**src/rtl/piece_queue.sv**
```systemverilog
// piece_queue: FIFO of upcoming Tetris pieces fed by a free-running 3-bit
// generator. The head is dispensed on request, the remaining entries form
// the "next piece" preview. Invalid codes (0) are skipped and, optionally,
// an immediate repeat of the last enqueued code is rejected once per slot.
//
// Handshake: piece_req is a level request sampled every cycle; a request is
// honoured only when count != 0, and the dispensed code appears on
// piece_out together with a single-cycle piece_valid pulse one cycle later.
// Requests against an empty queue are silently ignored (no pulse).
//
// Controller state (FILL / READY) tracks whether the queue is full and is
// exposed directly on the ready output.
module piece_queue #(
    parameter int DEPTH     = 3,    // entries: 1 head + DEPTH-1 preview, 2..7
    parameter bit NO_REPEAT = 1'b1  // reject a code equal to the last enqueued
) (
    input  logic                 clk,
    input  logic                 rst_n,
    input  logic [2:0]           random_in,
    input  logic                 piece_req,
    input  logic                 flush,
    output logic [2:0]           piece_out,
    output logic                 piece_valid,
    output logic [3*DEPTH-1:0]   preview,
    output logic [2:0]           count,
    output logic                 ready
);

    localparam logic [2:0] DEPTH_C = 3'(DEPTH);

    typedef enum logic {
        ST_FILL  = 1'b0,
        ST_READY = 1'b1
    } state_t;

    // Registered state
    state_t     r_state;
    logic [2:0] r_entry [DEPTH];
    logic [2:0] r_count;
    logic [2:0] r_piece_out;
    logic       r_piece_valid;
    logic [2:0] r_last_enq;
    logic       r_rej;

    // Next-state values
    logic       w_pop;
    logic [2:0] w_cnt_p;
    logic       w_room;
    logic       w_code_ok;
    logic       w_repeat;
    logic       w_push;
    logic       w_rej_set;
    logic [2:0] w_entry_n [DEPTH];
    logic [2:0] w_count_n;
    logic [2:0] w_last_enq_n;
    logic       w_rej_n;
    state_t     w_state_n;

    // Pop/push decision for this cycle; push sees the count after any pop
    always_comb begin
        w_pop     = piece_req && (r_count != 3'd0);
        w_cnt_p   = r_count - {2'b00, w_pop};
        w_room    = (w_cnt_p < DEPTH_C);
        w_code_ok = (random_in != 3'd0);
        w_repeat  = NO_REPEAT && (random_in == r_last_enq) && !r_rej;
        w_push    = w_room && w_code_ok && !w_repeat;
        // Only a repeat that would otherwise have been accepted arms the bypass
        w_rej_set = w_room && w_code_ok && w_repeat;
    end

    // Next entries/count/screening state; flush overrides everything
    always_comb begin
        for (int i = 0; i < DEPTH; i++) begin
            w_entry_n[i] = r_entry[i];
        end
        w_count_n    = r_count;
        w_last_enq_n = r_last_enq;
        w_rej_n      = r_rej;

        if (flush) begin
            for (int i = 0; i < DEPTH; i++) begin
                w_entry_n[i] = 3'd0;
            end
            w_count_n    = 3'd0;
            w_last_enq_n = 3'd0;
            w_rej_n      = 1'b0;
        end else begin
            if (w_pop) begin
                for (int i = 0; i < DEPTH - 1; i++) begin
                    w_entry_n[i] = r_entry[i+1];
                end
                w_entry_n[DEPTH-1] = 3'd0;
            end
            if (w_push) begin
                // Written after the shift so simultaneous pop+push lands at count-1
                for (int i = 0; i < DEPTH; i++) begin
                    if (i == int'(w_cnt_p)) begin
                        w_entry_n[i] = random_in;
                    end
                end
                w_last_enq_n = random_in;
                w_rej_n      = 1'b0;
            end else if (w_rej_set) begin
                w_rej_n = 1'b1;
            end
            w_count_n = w_cnt_p + {2'b00, w_push};
        end

        w_state_n = (w_count_n == DEPTH_C) ? ST_READY : ST_FILL;
    end

    // Controller FSM and all registered outputs
    always_ff @(posedge clk or negedge rst_n) begin
        if (!rst_n) begin
            r_state <= ST_FILL;
            for (int i = 0; i < DEPTH; i++) begin
                r_entry[i] <= 3'd0;
            end
            r_count       <= 3'd0;
            r_piece_out   <= 3'd0;
            r_piece_valid <= 1'b0;
            r_last_enq    <= 3'd0;
            r_rej         <= 1'b0;
        end else begin
            r_state <= w_state_n;
            for (int i = 0; i < DEPTH; i++) begin
                r_entry[i] <= w_entry_n[i];
            end
            r_count    <= w_count_n;
            r_last_enq <= w_last_enq_n;
            r_rej      <= w_rej_n;
            if (flush) begin
                r_piece_valid <= 1'b0;
            end else begin
                r_piece_valid <= w_pop;
                if (w_pop) begin
                    r_piece_out <= r_entry[0];
                end
            end
        end
    end

    // Flatten the entries into the preview bus, entry 0 in the low bits
    always_comb begin
        preview = '0;
        for (int i = 0; i < DEPTH; i++) begin
            preview[3*i +: 3] = r_entry[i];
        end
    end

    assign piece_out   = r_piece_out;
    assign piece_valid = r_piece_valid;
    assign count       = r_count;
    assign ready       = (r_state == ST_READY);

endmodule
```
**config.mk**
```make
export PLATFORM = sky130hd
export DESIGN_NAME = piece_queue
export DESIGN_NICKNAME = d
export VERILOG_FILES = /design/src/rtl/piece_queue.sv
export SDC_FILE = /design/constraint.sdc
export NUM_CORES = 1
export LEC_CHECK = 0
export BUFFER_PORTS_ARGS = -buffer_cell sky130_fd_sc_hd__buf_2
export CELL_PAD_IN_SITES_DETAIL_PLACEMENT = 0
export CELL_PAD_IN_SITES_GLOBAL_PLACEMENT = 1
export CORE_UTILIZATION = 40
export CTS_CLUSTER_SIZE = 30
export DETAILED_ROUTE_END_ITERATION = 10
export PLACE_DENSITY = 0.83
export RECOVER_POWER = 100
export SLEW_MARGIN = 20
export SYNTH_ARGS = -nofsm -noshare
export SYNTH_HDL_FRONTEND = slang
export SYNTH_SLANG_ARGS = --single-unit
```
**constraint.sdc**
```tcl
create_clock -name clk -period 3.82 [get_ports clk]
set_input_delay 0.573 -clock clk [delete_from_list [all_inputs] [get_ports clk]]
set_output_delay 0.573 -clock clk [all_outputs]
set_load 0.02 [all_outputs]
```
# Word level (Yosys, flattened, before mapping)
# Cells that the tools add are included.
# Widths: inputs -> output; s select.
[word_totals]
reg_bits = 21
latch_bits = 0
mem_bits_rw = 0
romBits = 0
inputBits = 7
out_inout_bits = 17
elab_cells = 44
mem_count = 0
[op_classes]
addsub = 2
mul = 0
n_div = 0
n_lt_le_gt_ge = 1
eq_ne = 4
shifts = 0
muxes = 14
n_bitwise = 1
n_reduce_logical = 13
[ops]
columns = ["op", "n"]
rows = [
  ["$mux 9", 3],
  ["$mux 3", 6],
  ["$reduce_bool 3->1", 3],
  ["$logic_and 1x1->1", 5],
  ["$mux 1", 5],
  ["$add 3x1->3", 1],
  ["$eq 2x3->1 const A", 1],
  ["$eq 3x2->1 const B", 1],
  ["$eq 3x3->1", 1],
  ["$eq 3x3->1 const A", 1],
  ["$logic_not 3->1", 1],
  ["$lt 3x2->1 const B", 1],
  ["$sub 3x1->3", 1],
  ["$logic_not 1->1", 2],
  ["$reduce_and 2->1", 1],
  ["$reduce_bool 2->1", 1],
  ["$not 1->1", 1],
]

# Logic depth before layout (Yosys ltp)
[logic_depth]
word_depth = 10
ltp_mapped = 13
mapped_depth_nobuf = 11

# Least setup slack after synthesis
# OpenSTA, ideal clock, no wires.
[synth_path]
path_type = "reg2reg"
from = "register r_count[2] (netlist: count[2])"
to = "register r_state (netlist: ready)"
setup_ns = 0.105
t_arrival_ns = 3.338
required_time_ns = 3.715
path_slack_ns = 0.376
path_stages_with_launch = 14
n_path_buf = 2
synth_period_minus_slack_ns = 3.444
cell_sequence = "dfrtp_1 o31ai_1 clkbuf_1 inv_1 ha_1 ha_1 inv_1 or4_2 clkbuf_1 nor2_1 ha_1 xnor2_1 nor2_1 nor4b_1"
[synth_between]
elab_chain_len = 10
[synth_rtl]
columns = ["item", "line", "text"]
rows = [
  ["from (decl)", "39", "logic [2:0] r_count;"],
  ["from (signal assigned)", "129", "r_count <= w_count_n;"],
  ["$reduce_bool 3->1", "61", "w_pop = piece_req && (r_count != 3'd0);"],
  ["$logic_and 1x1->1", "61", ""],
  ["$sub 3x1->3 (*)", "62", "w_cnt_p = r_count - {2'b00, w_pop};"],
  ["$lt 3x2->1", "63", "w_room = (w_cnt_p < DEPTH_C);"],
  ["$logic_and 1x1->1 (2 in series)", "66", "w_push = w_room && w_code_ok && !w_repeat;"],
  ["$add 3x1->3 (*)", "106", "w_count_n = w_cnt_p + {2'b00, w_push};"],
  ["$mux 3 (*)", "80", "if (flush) begin"],
  ["net w_count_n[2]", "54", "logic [2:0] w_count_n;"],
  ["$eq 3x2->1 (*)", "109", "w_state_n = (w_count_n == DEPTH_C) ? ST_READY : ST_FILL;"],
  ["$mux 1 (*)", "109", ""],
  ["net w_state_n", "57", "state_t w_state_n;"],
  ["to (signal assigned)", "125", "r_state <= w_state_n;"],
  ["to (decl)", "37", "state_t r_state;"],
]
# Mark *: on every way through the listed nets, which the timed path passes. The rest lies on a longest branch.
# A chain may end at the register's enable or synchronous reset.

# Final worst setup path
# Ends and elaborated chain as after synthesis.

==> metrics <==
status complete, no violations; P per Cell Area ~750 nW/um^2; final setup margin 0.7037 ns; Iteration-0 DRC Markers 11; Place WS approximately 0.67 ns; synthesized instance count 96; vias in the first global route 700; HP Class in -> async; port bufs 23; Period Utilization, post-route between 80% and 90%; ys flop type dfrtp_1; Total Neg Setup Slack 0 ns; Starting Density 42.32%; clk_skew 0.001489 ns; Pwr Total between 800 and 900 uW; most frequent cells in the layout dfrtp_1, clkbuf_1, mux2i_1, nor2_1; residual antenna-violating net count after detailed routing 0; worst slew pin tran between 1 and 1.5 ns; synth top area cells dfrtp_1, mux2i_1, ha_1; CTS tree built; Inst Count DP roughly 150; Max Slew Vio Count 0; via count between 800 and 900; max_cap viols 0; non-filler cells, final 149; Post-Syn Area ~1000 sq um; post-synthesis sequential area ratio 50.12%; largest net degree at the start of global routing 22; number of enable flip-flop cells after synthesis 0; RSZ-0062 raised after global routing no; NumNets Final between 100 and 150; Hold Vio Cnt, Final 0; global-route usage over all layers ~16%; wire length per cell between 10 and 15 microns; Synth Register Bits 21; Detailed Routing Iterations Pass 1 4; die area between 2000 and 3000 sq um; Max Used Layer met4; most common cell after layout, fill and taps aside dfrtp_1; post-CTS sizing 0; Fmax achieved 0.3209 GHz; Reg clk slew, reported paths 0.12 ns; Lkg Pwr just over 0.6 nW; Synth Net Count around 110; CORE AREA 2477 sq um; Die W around 53 microns; cell taking the most area after synthesis dfrtp_1; CP arrival 3.33 ns; Die Span Y roughly 53 microns; cts hold-fix bufs 0; CTS Buffer Depth 2; site row count 18; fin crit period around 3.1 ns; relative slew slack roughly 24%; crit path launch type flop; postcts setup bufs 0; Antenna Cells 0; YS warnings 0; DRC viols 0; ys async rst share 100.0%; vias per cell 5.389; CTS H-tree depth 1; Congestion Overflow GR 0; WL met1 about 930 microns; Setup CP Type reg -> reg; post-synth top area share 50.12%; Num CTS Buffers 3; clock sink total 21; Cell variety after synth 26; Worst Setup End Kind flop; layout cell share with drive strength beyond 1 ~15%; DR WL met2 approximately 970 microns; DRT Wirelength ~2.0 mm; Final setup viols 0; Critical Path RT 4.03 ns; HPWL after DPL 1.508 mm; GPL Wtd Cong between 0.7 and 0.8; syn avg cell area 10.92 sq um; first-pass GRT wire length about 3.2 mm; CP max FO 7; clock root buffer clkbuf_4; P&R area growth vs syn 13.72%; initial antenna violation count 0; DR WL met3 around 77 microns; Ports 24; worst skew pair latency around 0.3 ns; Peak VDD IR around 380 uV; hold slack ~0.46 ns
[path summary, 6_finish.rpt]
kind / start / end / slack [ns] / cells after the start
setup / recovery: count[2] / ready / 0.70 / 11
hold / removal: rst_n / piece_valid / 0.46 / 1
setup reg to reg: count[2] / ready / 0.70 / 11
hold reg to reg: piece_out[0] / piece_out[0] / 0.52 / 1
max in group asynchronous: rst_n / r_last_enq[0] / 2.69 / 1
min in group clk: piece_out[0] / piece_out[0] / 0.52 / 1
[final cells by class]
type | instances | area [sq um]
clock inverter | 1 | 5.005
multi-input combinational | 64 | 479.2
inverter | 5 | 18.77
fill | 265 | 1285
tap | 30 | 37.54
clock buffer | 3 | 22.52
sequential | 21 | 525.5
timing repair buffer | 25 | 103.9
[worst max-delay path: stages (launching register included)]
cell and delay [ns]:
dfrtp_1 0.43, o31ai_1 0.31, inv_1 0.08, ha_1 0.19
ha_1 0.33, inv_1 0.06, or4_2 0.76, nor2_1 0.21
ha_1 0.20, xnor2_1 0.12, nor2_1 0.07, nor4b_1 0.27
[kinds of logic after synthesis]
kind of cell	after synthesis	synth area share, %
DFF	21	50.12
AOI/OAI and AO/OA	14	9.427
buffers and inverters	11	4.176
xor gates and xnor gates	5	4.176
and+or+nand+nor	26	12.89
muxes	16	15.63
adders and majority gates	3	3.580
[layer usage]
metal,vias up,track usage [%]
met2,20,24.79
met1,397,21.71
met5,-,0
met3,4,2.586
met4,0,7.895
li1,382,-
[report_power, final]
group | internal, mW | switching, mW | leakage (nW)
clock | 0.0390 | 0.0687 | 0.0177
sequential | 0.286 | 0.0400 | 0.281
combinational | 0.189 | 0.277 | 0.315
[Yosys cell counts (2+ instances only)]
library cell / count
nor3_1: 3
a21oi_1: 3
or2_2: 2
ha_1: 3
nand3_1: 3
o21ai_0: 3
inv_1: 5
clkbuf_1: 4
buf_2: 2
xor2_1: 4
o311a_1: 2
nand2_1: 4
nor2_1: 8
dfrtp_1: 21
mux2_2: 3
o31ai_1: 4
mux2i_1: 13
[state kept, by name (all words and copies together) (netlist names)]
name         count
ready            1
count            3
piece_out        3
piece_valid      1
r_last_enq       3
r_rej            1
preview          9
[stage by stage]
step,area (sq um),util (%)
3_5_place_dp,1191,48.08
5_1_grt,1192,48.13
6_report,1192,48.13
3_3_place_gp,1191,48.08
4_1_cts,1219,49.19
2_1_floorplan,1049,-
No activity file was read; power rests on OpenSTA's default activity.
